--- src/rtl/timer_bcd_updown.sv ---
// Up/down BCD timer: prescaler-generated count tick driving a multi-digit BCD counter
// with preset load (clamped), pause/resume, terminal detection and stop/auto-reload.
module timer_bcd_updown #(
    parameter int TICK_DIV    = 50_000_000,
    parameter int DIGITS      = 4,
    parameter int TIME_MAX    = 9999,
    parameter int AUTO_RELOAD = 0
) (
    input  logic                clk,
    input  logic                rstn,
    input  logic                en,
    input  logic                up,
    input  logic                load,
    input  logic [4*DIGITS-1:0] preset,
    output logic [4*DIGITS-1:0] cur_time,
    output logic                tick,
    output logic                done,
    output logic                expired
);

    localparam int W  = 4 * DIGITS;
    localparam int PW = (TICK_DIV > 1) ? $clog2(TICK_DIV) : 1;

    typedef enum logic [1:0] {
        PAUSED,
        RUNNING,
        EXPIRED
    } state_t;

    function automatic logic [W-1:0] to_bcd(input int unsigned value);
        logic [W-1:0] r;
        int unsigned  v;
        r = '0;
        v = value;
        for (int unsigned i = 0; i < DIGITS; i++) begin
            r[4*i +: 4] = 4'(v % 10);
            v = v / 10;
        end
        return r;
    endfunction

    function automatic logic bcd_ok(input logic [W-1:0] v);
        logic ok;
        ok = 1'b1;
        for (int unsigned i = 0; i < DIGITS; i++) begin
            if (v[4*i +: 4] > 4'd9) ok = 1'b0;
        end
        return ok;
    endfunction

    function automatic logic [W-1:0] bcd_inc(input logic [W-1:0] v);
        logic [W-1:0] r;
        logic         carry;
        r     = v;
        carry = 1'b1;
        for (int unsigned i = 0; i < DIGITS; i++) begin
            if (carry) begin
                if (v[4*i +: 4] == 4'd9) begin
                    r[4*i +: 4] = 4'd0;
                end else begin
                    r[4*i +: 4] = v[4*i +: 4] + 4'd1;
                    carry       = 1'b0;
                end
            end
        end
        return r;
    endfunction

    function automatic logic [W-1:0] bcd_dec(input logic [W-1:0] v);
        logic [W-1:0] r;
        logic         borrow;
        r      = v;
        borrow = 1'b1;
        for (int unsigned i = 0; i < DIGITS; i++) begin
            if (borrow) begin
                if (v[4*i +: 4] == 4'd0) begin
                    r[4*i +: 4] = 4'd9;
                end else begin
                    r[4*i +: 4] = v[4*i +: 4] - 4'd1;
                    borrow      = 1'b0;
                end
            end
        end
        return r;
    endfunction

    localparam logic [W-1:0]  MAX_BCD = to_bcd(TIME_MAX);
    localparam logic [PW-1:0] LAST    = PW'(TICK_DIV - 1);

    state_t        state, nxt_state;
    logic [PW-1:0] presc, nxt_presc;
    logic [W-1:0]  nxt_time;
    logic          nxt_tick, nxt_done;

    logic [W-1:0]  load_value;
    logic [W-1:0]  terminal;
    logic [W-1:0]  stepped;

    // Digit-valid BCD values order the same as their decimal values, so a plain
    // unsigned compare against MAX_BCD is enough once the digits are checked.
    always_comb begin
        load_value = preset;
        if (!bcd_ok(preset) || (preset > MAX_BCD)) load_value = MAX_BCD;
    end

    always_comb begin
        terminal = up ? MAX_BCD : '0;
        stepped  = up ? bcd_inc(cur_time) : bcd_dec(cur_time);
    end

    always_comb begin
        nxt_state = state;
        nxt_presc = presc;
        nxt_time  = cur_time;
        nxt_tick  = 1'b0;
        nxt_done  = 1'b0;

        if (load) begin
            nxt_time  = load_value;
            nxt_presc = '0;
            nxt_state = en ? RUNNING : PAUSED;
        end else begin
            case (state)
                EXPIRED: begin
                    nxt_state = EXPIRED;
                end
                default: begin
                    if (!en) begin
                        nxt_state = PAUSED;
                    end else begin
                        nxt_state = RUNNING;
                        if (presc == LAST) begin
                            nxt_presc = '0;
                            nxt_tick  = 1'b1;
                            if (cur_time == terminal) begin
                                if (AUTO_RELOAD != 0) begin
                                    nxt_time = up ? '0 : MAX_BCD;
                                end else begin
                                    nxt_done  = 1'b1;
                                    nxt_state = EXPIRED;
                                end
                            end else begin
                                nxt_time = stepped;
                                if (stepped == terminal) begin
                                    nxt_done = 1'b1;
                                    if (AUTO_RELOAD == 0) nxt_state = EXPIRED;
                                end
                            end
                        end else begin
                            nxt_presc = presc + PW'(1);
                        end
                    end
                end
            endcase
        end
    end

    always_ff @(posedge clk) begin
        if (!rstn) begin
            state    <= PAUSED;
            presc    <= '0;
            cur_time <= '0;
            tick     <= 1'b0;
            done     <= 1'b0;
            expired  <= 1'b0;
        end else begin
            state    <= nxt_state;
            presc    <= nxt_presc;
            cur_time <= nxt_time;
            tick     <= nxt_tick;
            done     <= nxt_done;
            expired  <= (nxt_state == EXPIRED);
        end
    end

endmodule

--- config.mk ---
export PLATFORM = sky130hd
export DESIGN_NAME = timer_bcd_updown
export DESIGN_NICKNAME = d
export VERILOG_FILES = /design/src/rtl/timer_bcd_updown.sv
export SDC_FILE = /design/constraint.sdc
export NUM_CORES = 1
export LEC_CHECK = 0
export BUFFER_PORTS_ARGS = -buffer_cell sky130_fd_sc_hd__buf_2
export CELL_PAD_IN_SITES_DETAIL_PLACEMENT = 0
export CELL_PAD_IN_SITES_GLOBAL_PLACEMENT = 1
export CORE_ASPECT_RATIO = 0.75
export CORE_MARGIN = 2
export CORE_UTILIZATION = 48
export CTS_BUF_LIST = sky130_fd_sc_hd__clkbuf_2
export CTS_CLUSTER_DIAMETER = 80
export DETAILED_ROUTE_END_ITERATION = 12
export PLACE_DENSITY = 0.95
export REMOVE_ABC_BUFFERS = 1
export SLEW_MARGIN = 30
export SYNTH_ARGS = -nofsm -noshare
export SYNTH_HDL_FRONTEND = slang
export SYNTH_SLANG_ARGS = --single-unit
--- constraint.sdc ---
create_clock -name clk -period 6.5 [get_ports clk]
set_input_delay 0.975 -clock clk [delete_from_list [all_inputs] [get_ports clk]]
set_output_delay 0.975 -clock clk [all_outputs]
set_load 0.01 [all_outputs]
==> metrics list, run 1 <==
- Status: completed
- The total overflow left after global routing is 0.
- Row Count: 25
* Post-route fraction of the period consumed by the critical path: 46.93%
- Non-filler instance count after layout: 515
- Port Buffer Count: 39
- Of the cells placed in the final design, the portion with a size suffix greater than 1 is 14.98%.
- Synthesis-stage register bit count: 47
- Routability-driven placement finished with a final weighted congestion of 0.9592.
- The clock net in this run drives a total of 47 sinks.
- Total global-route track usage: 23.25%
* Area of the die: 7418 sq um
- Setup repair after global routing left no endpoint under its margin.
- DRT Wirelength: 8.479 mm
- The netlist uses 60 different library cells.
* Post-layout total power: 0.5600 mW
- Vias after detailed routing: 3244
* Die Span Y: 75.09 microns
- Sequential cells were found to cover 29.09% of the synthesized design area.
- Reg clk slew, reported paths: 0.25 ns
* Number of cells on the worst hold path: 2
- Setup violations remaining at the end of the flow were counted as 0.
* Mean cell area of the mapped netlist: 7.701 sq um
- Diodes inserted: 0
- The tool flagged a number of max-cap violations equal to 0.
- The worst setup path is launched from an input pin.
* Die X-Extent: 98.79 microns
- R2r startpoint: cur_time[4]
- The number of hold buffers added after CTS was 0.
- The pre-antenna-repair detailed-routing pass consisted of 5 iterations.
- STA classifies the critical path endpoint as a flop.
* Starting density of the core: 50.44%
- The worst register-to-register path has a setup slack of 3.47 ns.
- The via count of the first global-routing pass is 2801.
- Multiplexer cells account for 1.586% of the synthesized area.
- The synthesized netlist devotes 18.65% of its cell area to compound gates.
* Setup TNS: 0 ns
* Path depth of the worst reg2reg path: 7
- Slew at the pin closest to its max-slew limit: 0.7934 ns
* Synth Area in XOR/XNOR: 9.749%
- Post-route antenna net violation count: 0
* Syn-to-layout area delta: 4.139%
- In this run, placement finished with an instance count of 507.
- Entering global routing, the biggest net connects 38 pins.
- In this run the worst path has a maximum fanout of 37.
- The first global-routing pass estimated 13.91 mm of wire.
* Post-synthesis share of cell area spent on full adders, half adders and majority gates: 0.3868%
- Between clock sinks in the finished design, the worst skew comes to 0.01845 ns.
- P per Cell Area: 166.3 nW/um^2
- Simple-Gate Fraction of Synth Area: 32.73%
- Yosys mapped a number of flops with a built-in enable equal to 0.
* Crit path required time: 6.84 ns
* Leakage power: 1.174 nW
- For this run, the number of Yosys warnings is 0.
- Initial DRC Count: 308
- CTS built an H-tree with a depth of 2.
- The path class of the tightest hold or removal check is flop to flop.
* Fin. Hold Viols: 0
- In the final routed layout, each cell accounts on average for 16.46 microns.
- The most used flip-flop cell after synthesis is sky130_fd_sc_hd__dfxtp_1.
- TritonCTS built the clock tree.
* Pins Over Slew Limit: 0
- Number of antenna violations at the first check in global routing: 0
* Synthesized netlist cell count: 420
* Core region area: 6412 sq um
- Number of buffers created by CTS: 5
* Worst path arrival time: 3.39 ns
* Asr flop ratio synth: 0%
* Maximum vdd drop: 69.51 uV
* Post-CTS setup buffer count: 0
- Resized cells post-CTS: 0
* Root Buffer Master: sky130_fd_sc_hd__clkbuf_2
* Final Net Count: 455
- Relative slew slack: 47.03%
* Largest family of logic cells by synthesized area: simple AND/OR/NAND/NOR gates
- Timing-limited maximum frequency: 327.8 MHz
- Time the worst path needs with I/O delays and setup: 3.051 ns
* Number of vias per cell after detailed routing: 6.299
- Buffer depth of the longest clock path: 2
- Number of design rule violations left after detail routing: 0
* DP Wirelength: 6.207 mm
- R2r endpoint: cur_time[6]
- The mapped netlist covers 3234 sq um.
- In this run the most critical hold path is launched from presc[1].
- For hold timing, the worst endpoint is presc[1].
- 40 I/O pins were placed.
- Clock latency on the worst-skew pair, taken at its later pin, is 0.44 ns.
- The critical path is of the input pin to flop type.
## metrics by stage
step / area, sq um / hold slack (ns) / setup WS, ns / util, %
global route: 3368 / 0.5669 / 3.284 / 52.53
detailed placement: 3318 / 0.4976 / 3.094 / 51.75
CTS: 3363 / 0.5272 / 3.517 / 52.45
finish: 3368 / 0.5295 / 3.449 / 52.53
floorplan: 3008 / 0.4664 / 3.828 / -
global placement: 3312 / 0.4819 / 3.210 / 51.65
## final cells by class
cell class,count,area [sq um]
inverter,7,26.28
clock inverter,3,20.02
sequential,47,940.9
clock buffer,5,25.02
timing repair buffer,40,202.7
multi-input combinational,332,2052
tap,81,101.3
fill,642,3044
## flip-flops by register name (all words and copies together) (netlist names)
name and count:
tick 1, cur_time 16, presc 26, expired 1
done 1, state 2
## cells in the final DEF, fill, tap and decap left out, drive strengths merged, types with 7 or more instances in the layout
cell type,netlist,final
nand4,14,14
nand3,24,24
nor4,13,13
nor3,16,16
buf,15,40
a21oi,18,18
o21ai,24,24
xor2,22,22
and3,11,11
a31oi,7,7
dfxtp,47,47
nor2,56,56
xnor2,14,14
nand2,32,32
a211oi,7,7
## kinds of logic after synthesis
kind of cell             count (synthesis)
AO/OA/AOI/OAI                           89
buffers and inverters                   41
adder cells (fa/ha/maj)                  1
AND/OR/NAND/NOR                        201
multiplexers                             5
XOR/XNOR                                36
flip-flops                              47
## per-layer routing
metal / wire length (microns) / vias to the layer above / GRT usage [%]
li1: - / 1546 / -
met1: 4066 / 1507 / 34.92
met2: 3396 / 171 / 33.33
met3: 887 / 20 / 5.107
met4: 128 / 0 / 6.697
met5: 0 / - / 0
## worst max-delay path, stage by stage
cell	delay [ns]
sky130_fd_sc_hd__buf_2	0.31
sky130_fd_sc_hd__or2_2	0.40
sky130_fd_sc_hd__nor4_1	0.21
sky130_fd_sc_hd__o2111ai_1	0.25
sky130_fd_sc_hd__nand2b_1	0.47
sky130_fd_sc_hd__nand2_1	0.42
sky130_fd_sc_hd__o21ai_0	0.29
sky130_fd_sc_hd__a31oi_1	0.06
## report_power, final
part           total (mW)  switching, mW  internal (mW)
combinational       0.111         0.0669         0.0445
sequential          0.324         0.0274          0.296
clock               0.125         0.0989         0.0259
total               0.560          0.193          0.367
## worst max path at each step
stage	start	endpoint	slack, ns	depth (start not counted)
3_5_place_dp	up	cur_time[6]	3.09	8
3_3_place_gp	up	cur_time[6]	3.21	8
4_1_cts	cur_time[0]	state[0]	3.52	7
5_1_grt	cur_time[0]	state[0]	3.28	7
6_report	up	cur_time[6]	3.45	8
2_1_floorplan	up	state[0]	3.83	7
## synth_stat cells (2+ instances only)
| master | count | share of area, % |
|---|---|---|
| sky130_fd_sc_hd__nor2_1 | 56 | 6.5 |
| sky130_fd_sc_hd__dfxtp_1 | 47 | 29 |
| sky130_fd_sc_hd__nand2_1 | 32 | 3.7 |
| sky130_fd_sc_hd__nand3_1 | 24 | 3.7 |
| sky130_fd_sc_hd__o21ai_0 | 24 | 3.7 |
| sky130_fd_sc_hd__xor2_1 | 22 | 6.0 |
| sky130_fd_sc_hd__a21oi_1 | 18 | 2.8 |
| sky130_fd_sc_hd__clkbuf_1 | 16 | 1.9 |
| sky130_fd_sc_hd__nand4_1 | 14 | 2.7 |
| sky130_fd_sc_hd__nor3_1 | 14 | 2.2 |
| sky130_fd_sc_hd__xnor2_1 | 14 | 3.8 |
| sky130_fd_sc_hd__nor4_1 | 12 | 2.3 |
| sky130_fd_sc_hd__and3_1 | 11 | 2.1 |
| sky130_fd_sc_hd__buf_6 | 9 | 3.1 |
| sky130_fd_sc_hd__a31oi_1 | 7 | 1.4 |
| sky130_fd_sc_hd__a211oi_1 | 6 | 1.4 |
| sky130_fd_sc_hd__inv_1 | 6 | 0.70 |
| sky130_fd_sc_hd__and4_1 | 5 | 1.4 |
| sky130_fd_sc_hd__a22oi_1 | 4 | 0.93 |
| sky130_fd_sc_hd__mux2i_1 | 4 | 1.2 |
| sky130_fd_sc_hd__nand2b_1 | 4 | 0.77 |
| sky130_fd_sc_hd__o31ai_1 | 4 | 0.93 |
| sky130_fd_sc_hd__or2_2 | 4 | 0.77 |
| sky130_fd_sc_hd__buf_2 | 3 | 0.46 |
| sky130_fd_sc_hd__nor2b_1 | 3 | 0.58 |
| sky130_fd_sc_hd__o2111ai_1 | 3 | 0.81 |
| sky130_fd_sc_hd__o21a_1 | 3 | 0.70 |
| sky130_fd_sc_hd__or4_1 | 3 | 0.70 |
| sky130_fd_sc_hd__or4_4 | 3 | 1.0 |
| sky130_fd_sc_hd__a21boi_0 | 2 | 0.46 |
| sky130_fd_sc_hd__a21boi_1 | 2 | 0.46 |
| sky130_fd_sc_hd__a311oi_1 | 2 | 0.54 |
| sky130_fd_sc_hd__and2_1 | 2 | 0.39 |
| sky130_fd_sc_hd__and2b_1 | 2 | 0.46 |
| sky130_fd_sc_hd__and4bb_2 | 2 | 0.77 |
| sky130_fd_sc_hd__clkbuf_2 | 2 | 0.31 |
| sky130_fd_sc_hd__nor3_2 | 2 | 0.62 |
| sky130_fd_sc_hd__nor3b_1 | 2 | 0.46 |
| sky130_fd_sc_hd__nor4b_1 | 2 | 0.54 |
| sky130_fd_sc_hd__o211ai_1 | 2 | 0.46 |
| sky130_fd_sc_hd__o22ai_1 | 2 | 0.39 |
| sky130_fd_sc_hd__o31a_1 | 2 | 0.54 |
| sky130_fd_sc_hd__or3_1 | 2 | 0.39 |
Note: power is estimated with default switching activity, not from simulation.
==> run 2, diff against run 1 <==
Settings changed: ABC_AREA set to 1, CORE_UTILIZATION 48 to 38, PLACE_DENSITY 0.95 to 0.86.
Clock period 6.5 ns to 2.8 ns, I/O delays scaled along.
==> metrics list, run 2 <==
- The synthesized cell area is 3333 sq um (was 3234 sq um).
- Post-route fraction of the period consumed by the critical path: 82.51%
- The placement-stage worst setup slack was 0.4565 ns (was 3.094 ns).
* Maximum fanout along the worst path: 26 (was 37)
* CTS tree: yes (unchanged)
- Final Wtd Congestion: 0.9399 (was 0.9592)
- Remaining Overflow, GRT: 0 (unchanged)
* Number of hold buffers added after cts: 0 (unchanged)
* Slew at the pin closest to its max-slew limit: 0.4485 ns (was 0.7934 ns)
- The number of cells upsized or downsized after cts came to 0 (unchanged).
* Post-CTS setup buffer count: 0 (unchanged)
* Max-cap violations: 0 (unchanged)
* Via count of the first global-routing pass: 3197 (was 2801)
- The total number of clock tree sinks is 47 (unchanged).
- Launch point of the worst hold path: preset[2] (was presc[1])
- The count of pins on the block boundary was 40 (unchanged).
- The leakage power figure was 1.588 nW (was 1.174 nW).
* Core region area: 8491 sq um (was 6412 sq um)
* Setup TNS: 0 ns (unchanged)
- The met3 demand-to-capacity share in global routing is 4.143% (was 5.107%).
- The internal reg-to-reg setup slack is 0.49 ns (was 3.47 ns).
* Post-route antenna net violation count: 0 (unchanged)
- Area occupied by multi-input gates: 2068 sq um (was 2052 sq um)
- The total number of placement rows came to 29 (was 25).
- Crit-path most repeated cell: sky130_fd_sc_hd__inv_1
* Number of antenna violations at the first check in global routing: 0 (unchanged)
- Fraction of final layout cells sized beyond drive strength 1: 15.32% (was 14.98%)
- Kind of capture point of the worst setup path: flop (unchanged)
* Average wire length per cell after detail routing: 13.66 microns (was 16.46 microns)
- Commonest cells post-synth: sky130_fd_sc_hd__nand2_1, sky130_fd_sc_hd__nor2_1, sky130_fd_sc_hd__inv_1, sky130_fd_sc_hd__a21oi_1, sky130_fd_sc_hd__dfxtp_1 (was sky130_fd_sc_hd__nor2_1, sky130_fd_sc_hd__dfxtp_1, sky130_fd_sc_hd__nand2_1, sky130_fd_sc_hd__nand3_1, sky130_fd_sc_hd__o21ai_0).
* Post-synth top flop: sky130_fd_sc_hd__dfxtp_1 (unchanged)
- The count of input and output buffers came to 39 (unchanged).
- Number of vias per cell after detailed routing: 5.213 (was 6.299)
* Die Span Y: 85.11 microns (was 75.09 microns)
* Maximum level of the CTS H-tree: 2 (unchanged)
- Synthesis-stage register bit count: 47 (unchanged)
- The class of the tightest hold or removal check is input pin to flop (was flop to flop).
- The clock network latency to the later pin of the worst-skew pair came to 0.41 ns (was 0.44 ns).
- The placed instance count is 681 (was 507).
* Area of the die: 9545 sq um (was 7418 sq um)
- The maximum number of pins on one net before global-route repair was 27 (was 38).
* Relative slew slack: 69.78% (was 47.03%)
- RSZ-0062 raised after global routing: no (unchanged).
- The total DRC errors in the routed layout is 0 (unchanged).
* Final standard cell utilization of the core: 43.58% (was 52.53%)
* Vias after detailed routing: 3592 (was 3244)
- Status: completed (unchanged)
- The register area is 940.9 sq um (unchanged).
* Share of the synthesized area in the top cell type: 28.23% (was 29.09%)
* Crit path required time: 3.10 ns (was 6.84 ns)
* Most Used Layer, Global Route: met1 (unchanged)
- The start of the worst register-to-register path is presc[0] (was cur_time[4]).
* Count of yosys warnings during synthesis: 0 (unchanged)
- The arrival time of the worst setup path is 2.61 ns (was 3.39 ns).
- Time the worst path needs with I/O delays and setup: 2.310 ns
- The number of flops mapped to enable cells by yosys was 0 (unchanged).
- Critical path buffer and inverter count: 3 (was 1)
- The most frequent standard cell in the layout excluding fill and tap cells is sky130_fd_sc_hd__nand2_1 (was sky130_fd_sc_hd__nor2_1).
- DP Wirelength: 7.382 mm (was 6.207 mm)
* Asr flop ratio synth: 0% (unchanged)
- Path depth of the worst reg2reg path: 12 (was 7)
- Based on the critical path, the design can be clocked at up to 432.8 MHz.
- Maximum vdd drop: 208.3 uV (was 69.51 uV)
- Mean cell area of the mapped netlist: 6.094 sq um (was 7.701 sq um)
* Leading cell types by total area after synthesis: sky130_fd_sc_hd__dfxtp_1, sky130_fd_sc_hd__nand2_1, sky130_fd_sc_hd__a21oi_1 (was sky130_fd_sc_hd__dfxtp_1, sky130_fd_sc_hd__nor2_1, sky130_fd_sc_hd__xor2_1)
* Number of cells on the worst hold path: 3 (was 2)
- The number of DRC violations after detailed-routing iteration 0 is 353 (was 308).
- The cell class contributing the biggest share of worst-path delay was simple AND/OR/NAND/NOR gates (unchanged).
* First-pass GRT wire length: 15.63 mm (was 13.91 mm)
- The area added between synthesis and finish is 11.00% (was 4.139%).
- The clock-pin slew on the worst setup and hold paths came to 0.26 ns (was 0.25 ns).
* Root Buffer Master: sky130_fd_sc_hd__clkbuf_2 (unchanged)
* Critical path, cell by cell: ha_1 -> inv_1 -> nor3_2 -> nand2_1 -> nor2_1 -> nand4_1 -> inv_1 -> nand2_1 -> nand2_2 -> inv_1 -> a21oi_1 -> a21oi_1 (was buf_2 -> or2_2 -> nor4_1 -> o2111ai_1 -> nand2b_1 -> nand2_1 -> o21ai_0 -> a31oi_1)
* Total of endpoints with negative setup slack in the final report: 0 (unchanged)
- The number of clock buffers inserted by TritonCTS came to 5 (unchanged).
- The effective utilization at floorplan came to 39.26% (was 50.44%).
- The number of instances in the synthesized netlist was 547 (was 420).
- Biggest regs: presc x26, cur_time x16, state x2 (unchanged)
- Diodes inserted: 0 (unchanged)
- The count of pins over their slew limit is 0 (unchanged).
- P per Cell Area: 415.1 nW/um^2 (was 166.3 nW/um^2)
* Die X-Extent: 112.1 microns (was 98.79 microns)
- The terminus of the critical flop-to-flop path was cur_time[14] (was cur_time[6]).
- Seq/Total Area, Yosys: 28.23% (was 29.09%)
- The number of flip-flops in the largest register came to 26 (unchanged).
* GR Util met1: 30.85% (was 34.92%)
- The most area-hungry cell type in the Yosys netlist was sky130_fd_sc_hd__dfxtp_1 (unchanged).
* DRT Wirelength: 9.414 mm (was 8.479 mm)
- Non-filler instance count after layout: 689 (was 515)
- The cell with the most instances after synthesis is sky130_fd_sc_hd__nand2_1 (was sky130_fd_sc_hd__nor2_1).
* Total global-route track usage: 19.91% (was 23.25%)
- The final-report hold violation count came to 0 (unchanged).
- The maximum clock skew at final layout is 0.03549 ns (was 0.01845 ns).
- Highest-delay cell along the critical path: sky130_fd_sc_hd__dfxtp_1 (was sky130_fd_sc_hd__nand2b_1)
- The top register by number of flip-flops is presc (unchanged).
- Met2 usage: 28.37% (was 33.33%)
- Commonest cells after routing, fill and taps aside: sky130_fd_sc_hd__nand2_1, sky130_fd_sc_hd__nor2_1, sky130_fd_sc_hd__inv_1 (was sky130_fd_sc_hd__nor2_1, sky130_fd_sc_hd__dfxtp_1, sky130_fd_sc_hd__buf_2)
- Final worst setup slack: 0.4897 ns (was 3.449 ns)
* Startpoint kind of the worst setup timing path: flop (was input pin)
- The worst hold endpoint is cur_time[2] (was presc[1]).
* Count of unique library cells instantiated by Yosys: 41 (was 60)
- Fill count: 924 (was 642)
- Final Net Count: 602 (was 455)
- Buffer depth of the longest clock path: 2 (unchanged)
* Critical path's largest stage delay: 0.44 ns (was 0.47 ns)
- The type of the worst setup path is flop to flop (was input pin to flop).
* Iteration count of the initial detailed-routing pass: 5 (unchanged)
[run 2: cell type report]
type	instances	share of cell area (%)
timing repair buffer	44	6.290
inverter	62	6.290
clock buffer	6	0.8116
tap	108	3.652
multi-input combinational	420	55.90
clock inverter	2	1.623
sequential	47	25.43
[run 2: cells by family after synthesis]
| logic type | synth area share [%] |
|---|---|
| and+or+nand+nor | 41.25 |
| adders and majority gates | 0.3753 |
| buffers and inverters | 9.722 |
| AOI/OAI and AO/OA | 18.58 |
| DFF | 28.23 |
| xor gates and xnor gates | 1.839 |
[run 2: worst reg2reg max path, cell delays in order, from the launching register on]
cell and delay [ns]:
sky130_fd_sc_hd__dfxtp_1 0.44, sky130_fd_sc_hd__ha_1 0.19, sky130_fd_sc_hd__inv_1 0.05, sky130_fd_sc_hd__nor3_2 0.12, sky130_fd_sc_hd__nand2_1 0.12, sky130_fd_sc_hd__nor2_1 0.10, sky130_fd_sc_hd__nand4_1 0.20, sky130_fd_sc_hd__inv_1 0.11
sky130_fd_sc_hd__nand2_1 0.13, sky130_fd_sc_hd__nand2_2 0.38, sky130_fd_sc_hd__inv_1 0.16, sky130_fd_sc_hd__a21oi_1 0.15, sky130_fd_sc_hd__a21oi_1 0.07
[run 2: per-layer routing]
layer / wire length [microns] / part of all wire [%] / vias to the layer above
li1: - / - / 1869
met1: 5012 / 53 / 1605
met2: 3680 / 39 / 112
met3: 660 / 7.0 / 6
met4: 59 / 0.63 / 0
met5: 0 / 0 / -
[run 2: where the power goes]
part           total, mW  switching (mW)  internal, mW
Clock              0.469           0.225         0.244
Combinational      0.336           0.222         0.114
Sequential         0.731          0.0409         0.690
Total               1.54           0.488          1.05
[run 2: how the worst max path moves through the flow]
| stage | endpoint | cells past startpoint | startpoint |
|---|---|---|---|
| after floorplan | cur_time[11] | 9 | up |
| after global placement | state[0] | 15 | cur_time[0] |
| after detailed placement | cur_time[11] | 10 | up |
| after CTS | cur_time[11] | 9 | cur_time[11] |
| after global routing | cur_time[14] | 12 | presc[0] |
| final | cur_time[14] | 12 | presc[0] |
[run 2: stage by stage]
| stage | hold slack (ns) | area, sq um | power, mW |
|---|---|---|---|
| floorplan | 0.4397 | 3242 | 0.9557 |
| global placement | 0.4602 | 3610 | 1.075 |
| detailed placement | 0.4713 | 3610 | 1.074 |
| CTS | 0.2219 | 3700 | 1.539 |
| global route | 0.2268 | 3700 | 1.617 |
| finish | 0.2321 | 3700 | 1.536 |
